$ cat src/rtl/adxl357_pkg.sv
// Shared constants and FSM state type for the ADXL357 averaging/decimation path.
package adxl357_pkg;
    localparam logic [2:0] OP_HW            = 3'd4;
    localparam int         ACC_W            = 20;
    localparam int         TEMP_W           = 12;
    localparam int         STATUS_SM_EN_BIT = 10;

    typedef enum logic [1:0] {
        S_IDLE,
        S_CAPTURE,
        S_ACCUM,
        S_EMIT
    } state_t;
endpackage

$ cat src/rtl/adxl357_chan_acc.sv
// One channel: capture register, boxcar accumulator and shift-down to the average.
// ADXL357_AVG_ROUND_EN adds half an LSB of the result before the shift (round half up).
module adxl357_chan_acc
    import adxl357_pkg::*;
#(
    parameter int W        = ACC_W,
    parameter int LOG2_AVG = 2,
    parameter bit SIGNED   = 1'b1
) (
    input  logic         i_clk,
    input  logic         i_rst_n,
    input  logic [W-1:0] i_sample,
    input  logic         i_cap,
    input  logic         i_add,
    input  logic         i_clr,
    output logic [W-1:0] o_avg
);
    localparam int AW = W + LOG2_AVG;

    logic [W-1:0]  cap_r;
    logic [AW-1:0] acc_r;
    logic [AW-1:0] ext;
    logic [AW-1:0] rnd;
    logic [AW-1:0] sum;

    generate
        if (LOG2_AVG == 0) begin : g_ext0
            assign ext = cap_r;
            assign rnd = '0;
        end else begin : g_extn
            assign ext = {{LOG2_AVG{SIGNED & cap_r[W-1]}}, cap_r};
`ifdef ADXL357_AVG_ROUND_EN
            assign rnd = AW'(1) << (LOG2_AVG - 1);
`else
            assign rnd = '0;
`endif
        end
    endgenerate

    // The rounding offset cannot overflow: the sum is at most 2^L*max + 2^(L-1).
    assign sum = acc_r + rnd;

    generate
        if (SIGNED) begin : g_sgn
            assign o_avg = W'($signed(sum) >>> LOG2_AVG);
        end else begin : g_uns
            assign o_avg = W'(sum >> LOG2_AVG);
        end
    endgenerate

    always_ff @(posedge i_clk or negedge i_rst_n) begin
        if (!i_rst_n) begin
            cap_r <= '0;
            acc_r <= '0;
        end else begin
            if (i_cap) begin
                cap_r <= i_sample;
            end
            if (i_clr) begin
                acc_r <= '0;
            end else if (i_add) begin
                acc_r <= acc_r + ext;
            end
        end
    end
endmodule

$ cat src/rtl/adxl357_avg_decimator.sv
// Averages 2^LOG2_AVG hardware-mode burst reads into one decimated frame with overrun/stale flags.
// Optional ADXL357_AVG_ROUND_EN selects round-half-up instead of truncation.
//
// state     | meaning
// S_IDLE    | waiting for a burst-complete event (capture regs load on the way out)
// S_CAPTURE | capture regs hold the sample; it is added into the accumulators
// S_ACCUM   | sample counted; emit the frame if the window is complete
// S_EMIT    | frame just presented, accumulators restarted
module adxl357_avg_decimator
    import adxl357_pkg::*;
#(
    parameter int LOG2_AVG    = 2,
    parameter int TIMEOUT_CYC = 500000
) (
    input  logic        i_clk,
    input  logic        i_rst_n,
    input  logic [31:0] i_ctrl,
    input  logic [31:0] i_status,
    input  logic [31:0] i_accx,
    input  logic [31:0] i_accy,
    input  logic [31:0] i_accz,
    input  logic [31:0] i_temp,
    input  logic        i_clear,
    output logic        o_valid,
    input  logic        i_ready,
    output logic [31:0] o_accx,
    output logic [31:0] o_accy,
    output logic [31:0] o_accz,
    output logic [31:0] o_temp,
    output logic        o_overrun,
    output logic        o_stale
);
    localparam int                TW       = $clog2(TIMEOUT_CYC + 1);
    localparam logic [TW-1:0]     TMO_MAX  = TW'(TIMEOUT_CYC);
    localparam logic [LOG2_AVG:0] CNT_FULL = (LOG2_AVG + 1)'(1) << LOG2_AVG;

    state_t              state_q, state_d;
    logic                r_en_d;
    logic [LOG2_AVG:0]   cnt_q;
    logic [TW-1:0]       tmo_q;
    logic                hw_mode, evt;
    logic                cap_en, add_en, emit, acc_clr;
    logic [ACC_W-1:0]    avg_x, avg_y, avg_z;
    logic [TEMP_W-1:0]   avg_t;
    logic [ACC_W-1:0]    q_x, q_y, q_z;
    logic [TEMP_W-1:0]   q_t;

    assign hw_mode = (i_ctrl[3:1] == OP_HW);
    assign evt     = r_en_d & ~i_status[STATUS_SM_EN_BIT] & hw_mode;

    always_comb begin
        state_d = state_q;
        cap_en  = 1'b0;
        add_en  = 1'b0;
        emit    = 1'b0;
        case (state_q)
            S_IDLE: begin
                if (evt) begin
                    cap_en  = 1'b1;
                    state_d = S_CAPTURE;
                end
            end
            S_CAPTURE: begin
                add_en  = 1'b1;
                state_d = S_ACCUM;
            end
            S_ACCUM: begin
                if (cnt_q == CNT_FULL) begin
                    emit    = 1'b1;
                    state_d = S_EMIT;
                end else begin
                    state_d = S_IDLE;
                end
            end
            S_EMIT:  state_d = S_IDLE;
            default: state_d = S_IDLE;
        endcase
        // Leaving HW mode or a clear abandons the partial window.
        if (i_clear || !hw_mode) begin
            state_d = S_IDLE;
            cap_en  = 1'b0;
            add_en  = 1'b0;
            emit    = 1'b0;
        end
    end

    assign acc_clr = i_clear | ~hw_mode | emit;

    always_ff @(posedge i_clk or negedge i_rst_n) begin
        if (!i_rst_n) begin
            state_q <= S_IDLE;
            r_en_d  <= 1'b0;
            cnt_q   <= '0;
            tmo_q   <= '0;
        end else begin
            state_q <= state_d;
            r_en_d  <= i_status[STATUS_SM_EN_BIT];
            if (acc_clr) begin
                cnt_q <= '0;
            end else if (add_en) begin
                cnt_q <= cnt_q + 1'b1;
            end
            if (i_clear || evt) begin
                tmo_q <= '0;
            end else if (tmo_q != TMO_MAX) begin
                tmo_q <= tmo_q + 1'b1;
            end
        end
    end

    always_ff @(posedge i_clk or negedge i_rst_n) begin
        if (!i_rst_n) begin
            o_valid   <= 1'b0;
            o_overrun <= 1'b0;
            q_x       <= '0;
            q_y       <= '0;
            q_z       <= '0;
            q_t       <= '0;
        end else if (i_clear) begin
            o_valid   <= 1'b0;
            o_overrun <= 1'b0;
        end else if (emit) begin
            q_x     <= avg_x;
            q_y     <= avg_y;
            q_z     <= avg_z;
            q_t     <= avg_t;
            o_valid <= 1'b1;
            if (o_valid && !i_ready) begin
                o_overrun <= 1'b1;
            end
        end else if (o_valid && i_ready) begin
            o_valid <= 1'b0;
        end
    end

    assign o_accx  = {{(32 - ACC_W){q_x[ACC_W-1]}}, q_x};
    assign o_accy  = {{(32 - ACC_W){q_y[ACC_W-1]}}, q_y};
    assign o_accz  = {{(32 - ACC_W){q_z[ACC_W-1]}}, q_z};
    assign o_temp  = {{(32 - TEMP_W){1'b0}}, q_t};
    assign o_stale = (tmo_q == TMO_MAX);

    adxl357_chan_acc #(.W(ACC_W), .LOG2_AVG(LOG2_AVG), .SIGNED(1'b1)) u_acc_x (
        .i_clk(i_clk), .i_rst_n(i_rst_n), .i_sample(i_accx[ACC_W-1:0]),
        .i_cap(cap_en), .i_add(add_en), .i_clr(acc_clr), .o_avg(avg_x)
    );
    adxl357_chan_acc #(.W(ACC_W), .LOG2_AVG(LOG2_AVG), .SIGNED(1'b1)) u_acc_y (
        .i_clk(i_clk), .i_rst_n(i_rst_n), .i_sample(i_accy[ACC_W-1:0]),
        .i_cap(cap_en), .i_add(add_en), .i_clr(acc_clr), .o_avg(avg_y)
    );
    adxl357_chan_acc #(.W(ACC_W), .LOG2_AVG(LOG2_AVG), .SIGNED(1'b1)) u_acc_z (
        .i_clk(i_clk), .i_rst_n(i_rst_n), .i_sample(i_accz[ACC_W-1:0]),
        .i_cap(cap_en), .i_add(add_en), .i_clr(acc_clr), .o_avg(avg_z)
    );
    adxl357_chan_acc #(.W(TEMP_W), .LOG2_AVG(LOG2_AVG), .SIGNED(1'b0)) u_acc_t (
        .i_clk(i_clk), .i_rst_n(i_rst_n), .i_sample(i_temp[TEMP_W-1:0]),
        .i_cap(cap_en), .i_add(add_en), .i_clr(acc_clr), .o_avg(avg_t)
    );
endmodule
$ cat config.mk
export PLATFORM = sky130hd
export DESIGN_NAME = adxl357_avg_decimator
export DESIGN_NICKNAME = d
export VERILOG_FILES = /design/src/rtl/adxl357_pkg.sv /design/src/rtl/adxl357_chan_acc.sv /design/src/rtl/adxl357_avg_decimator.sv
export SDC_FILE = /design/constraint.sdc
export NUM_CORES = 1
export LEC_CHECK = 0
export BUFFER_PORTS_ARGS = -buffer_cell sky130_fd_sc_hd__buf_2
export CAP_MARGIN = 30
export CELL_PAD_IN_SITES_DETAIL_PLACEMENT = 1
export CELL_PAD_IN_SITES_GLOBAL_PLACEMENT = 1
export CORE_ASPECT_RATIO = 1.75
export CORE_MARGIN = 2
export CORE_UTILIZATION = 34
export CTS_CLUSTER_DIAMETER = 80
export DETAILED_ROUTE_END_ITERATION = 10
export GPL_TIMING_DRIVEN = 0
export PLACE_DENSITY_LB_ADDON = 0.1
export SETUP_SLACK_MARGIN = 0.15
export SLEW_MARGIN = 15
export SYNTH_ARGS = -nofsm -noshare
export SYNTH_HDL_FRONTEND = slang
export SYNTH_SLANG_ARGS = --single-unit
$ cat constraint.sdc
create_clock -name i_clk -period 2.2 [get_ports i_clk]
set_input_delay 0.11 -clock i_clk [delete_from_list [all_inputs] [get_ports i_clk]]
set_output_delay 0.11 -clock i_clk [all_outputs]
set_load 0.01 [all_outputs]
==> out/results.ini <==
[die]
row_count=96
initial_utilization=0.346
fp.dieH_um=268
die_w_um=155
num_io_pins=327
fp.coreArea_um2=39300
die_area_um2=41600

[power_and_ir_drop]
ir_drop_v=0.000620
power_density_nw_per_um2=628
power.leakage_nw=9.50

[yosys]
yosysMostFrequentCell=nand2_1
postSynthCellCount=1402
synthSimpleGateAreaFrac=0.155
postSynthAreaPerCell_um2=9.68
synth-seq-area-share=0.463
async_flop_share=1.00
synth-edff-count=0
synth_top_area_frac=0.463
synth_top_family_by_area=simple AND/OR/NAND/NOR gates
synth_fa_ha_area_frac=0.0787
ys_types=67
synth_flop_cell=dfrtp_1
synth_area_leaders=dfrtp_1 (46%), nand2_1 (8.9%), ha_1 (7.3%), mux2_2 (6.0%), o21ai_0 (3.4%)
synth_compound_area_frac=0.142
syn-cell-area_um2=13600
synthMuxAreaShare=0.0627
synth_area_leader_cell=dfrtp_1
ys_warn_count=0
synth-seq-cells=251
synth_common_cells=nand2_1 (322), dfrtp_1 (251), o21ai_0 (93), ha_1 (79), mux2_2 (72)
synth_xor_area_frac=0.0439

[sta]
period_share=1.12
slew_headroom=0.464
hold_violations=0
max_freq_ghz=0.407
setup_ws_ns=-0.255
tightest_slew_ns=0.804
fin_crit_ns=2.45
skew_ns=0.0113
setup_viol=29
slew_viol_final=0
rsz0062_at_grt=true

[global_route]
grt_max_degree=97
grt_pass1_wl_mm=68.0
grt-ovfl-total=0
grt_pass1_vias=12600
antenna_found_initial=0
globalRouteTotalUtil=0.207

[status]
status=complete, but fails checks
violations=setup timing

[cts]
clk_pin_slew_worst_paths_ns=0.07
tritoncts=built
cts_inserted_buffers=27
cts_sinks=251
cts.htree.levels=1
clk_path_buf_depth=3
root_buffer=clkbuf_16
clkLatencyLatePin_ns=0.56

[finish]
fin_cells=2324
area_growth_pct=40.4
final_util=0.485
nNetsFinal=2094
drive_gt1_frac=0.365
diodes=0
ff_latch_area_um2=6290
multiInputGateArea_um2=7710
final_area_um2=19100
fillers=4417

[critical_path]
worstSetupPathType=reg2reg
path_delay_family=compound AO/OA/AOI/OAI gates
crit_buf_inv=0
worst_path_largest_cell_delay_ns=0.41
path_max_fanout=5
cp_data_required_time_ns=2.64
critPathSlowestCell=dfrtp_1
worstSetupEndpointType=flop
cp_cell_sequence=ha_4 -> a2111oi_4 -> a211oi_2 -> a21boi_4 -> nor2_4 -> a21o_1 -> o21ai_2 -> and4b_1 -> or3_1
arrival_ns=2.89
worst_setup_path_start_kind=flop

[flow_run]
drv_cap=0

[placed_design]
gp_congestion=0.808
dp_hpwl_mm=30.6
place_area_um2=15500
dp_cells=2104
post-place-ws_ns=-0.615
numPortBuffers=190

[drt]
postRouteAntennaNets=0
avgViaCountPerCell=5.03
num_vias=11700
drc=0
dr.pass1.iters=4
wl_mm=43.3
detail_route.wl_per_cell_um=18.6
drt-initial-drc-count=329

[worst_hold_path]
hold_path.class=in2async

==> registers in the layout, summed over array words and instances (netlist names) <==
register,count
cnt_q,3
o_overrun,1
o_valid,1
q_t,12
q_x,20
q_y,20
q_z,20
r_en_d,1
state_q,2
tmo_q,19
u_acc_t.acc_r,14
u_acc_t.cap_r,12
u_acc_x.acc_r,22
u_acc_x.cap_r,20
u_acc_y.acc_r,22
u_acc_y.cap_r,20
u_acc_z.acc_r,22
u_acc_z.cap_r,20
==> kinds of logic (layout without fill, tap and decap cells) <==
family	Yosys count	in the layout
flip-flops	251	251
AO/OA/AOI/OAI	293	293
adder cells (fa/ha/maj)	83	83
AND/OR/NAND/NOR	489	490
XOR/XNOR	68	68
multiplexers	76	76
other	1	20
buffers and inverters	141	553
==> worst paths after layout <==
check                                  from           endpoint  slack [ns]  depth (start not counted)
setup / recovery           u_acc_x.cap_r[6]  u_acc_x.acc_r[15]       -0.25                          9
setup reg to reg           u_acc_x.cap_r[6]  u_acc_x.acc_r[15]       -0.25                          9
hold / removal                      i_rst_n   u_acc_x.cap_r[9]        0.18                          3
max in group asynchronous           i_rst_n           tmo_q[9]        1.15                          4
hold reg to reg                      q_x[8]             q_x[8]        0.47                          2
min in group i_clk                i_ctrl[3]  u_acc_t.acc_r[13]        0.26                          6
==> metrics by stage <==
step	TNS (ns)	hold slack [ns]	power, mW
floorplan	-0.0769	-0.186	6.13
global placement	-1031.86	0.235	6.58
detailed placement	-76.14	0.185	6.64
CTS	-2.76	0.190	12.0
global route	-6.64	0.206	12.5
finish	-2.70	0.185	12.0
==> layout by cell type (no fill, tap or decap), types with 10 or more instances in the layout <==
cell type      count
a21o_1            24
nor2_1            59
conb_1            20
buf_4            127
a21oi_1           31
xor2_1            44
inv_1             32
clkbuf_16         27
dfrtp_1          243
ha_1              46
clkbuf_8          10
buf_6             28
a22o_1            16
o21ai_2           19
buf_2            190
ha_4              26
o21ai_1           41
dlygate4sd3_1     76
a21oi_2           14
o21ai_0           43
nand2_1          317
clkbuf_1          17
nand2b_1          11
clkbuf_2          16
nand3_1           12
xnor2_1           18
mux2_2            72
==> metal layers <==
metal,vias to the layer above,share of wire,track usage
met5,-,0,0
met4,0,0.022,0.0528
met2,177,0.55,0.410
met1,5867,0.39,0.231
met3,50,0.031,0.0248
li1,5599,-,-
==> power breakdown <==
part | internal, mW | total (mW) | switching (mW)
Sequential | 4.88 | 5.13 | 0.254
Clock | 3.03 | 5.06 | 2.03
Combinational | 0.910 | 1.77 | 0.859
==> what timing repair did <==
action	CTS	global route
setup buffers	68	27
endpoints found under the hold margin	169	0
resized for setup	178	112
hold buffers	76	0
endpoints found under the setup margin	229	113
gates cloned	0	1
pin swaps	74	72
==> tightest hold or removal path: cells and delay by family <==
family,cells,cell delay [ns]
buffers and inverters,3,1.05
==> area by class of cell <==
type / instances / share of cell area
multi-input combinational: 1030 / 0.404
tap: 490 / 0.0322
timing repair buffer: 364 / 0.138
inverter: 37 / 0.00729
buffer: 104 / 0.0369
sequential: 251 / 0.330
clock buffer: 34 / 0.0400
clock inverter: 14 / 0.0111
Note: power is estimated with default switching activity, not from simulation.
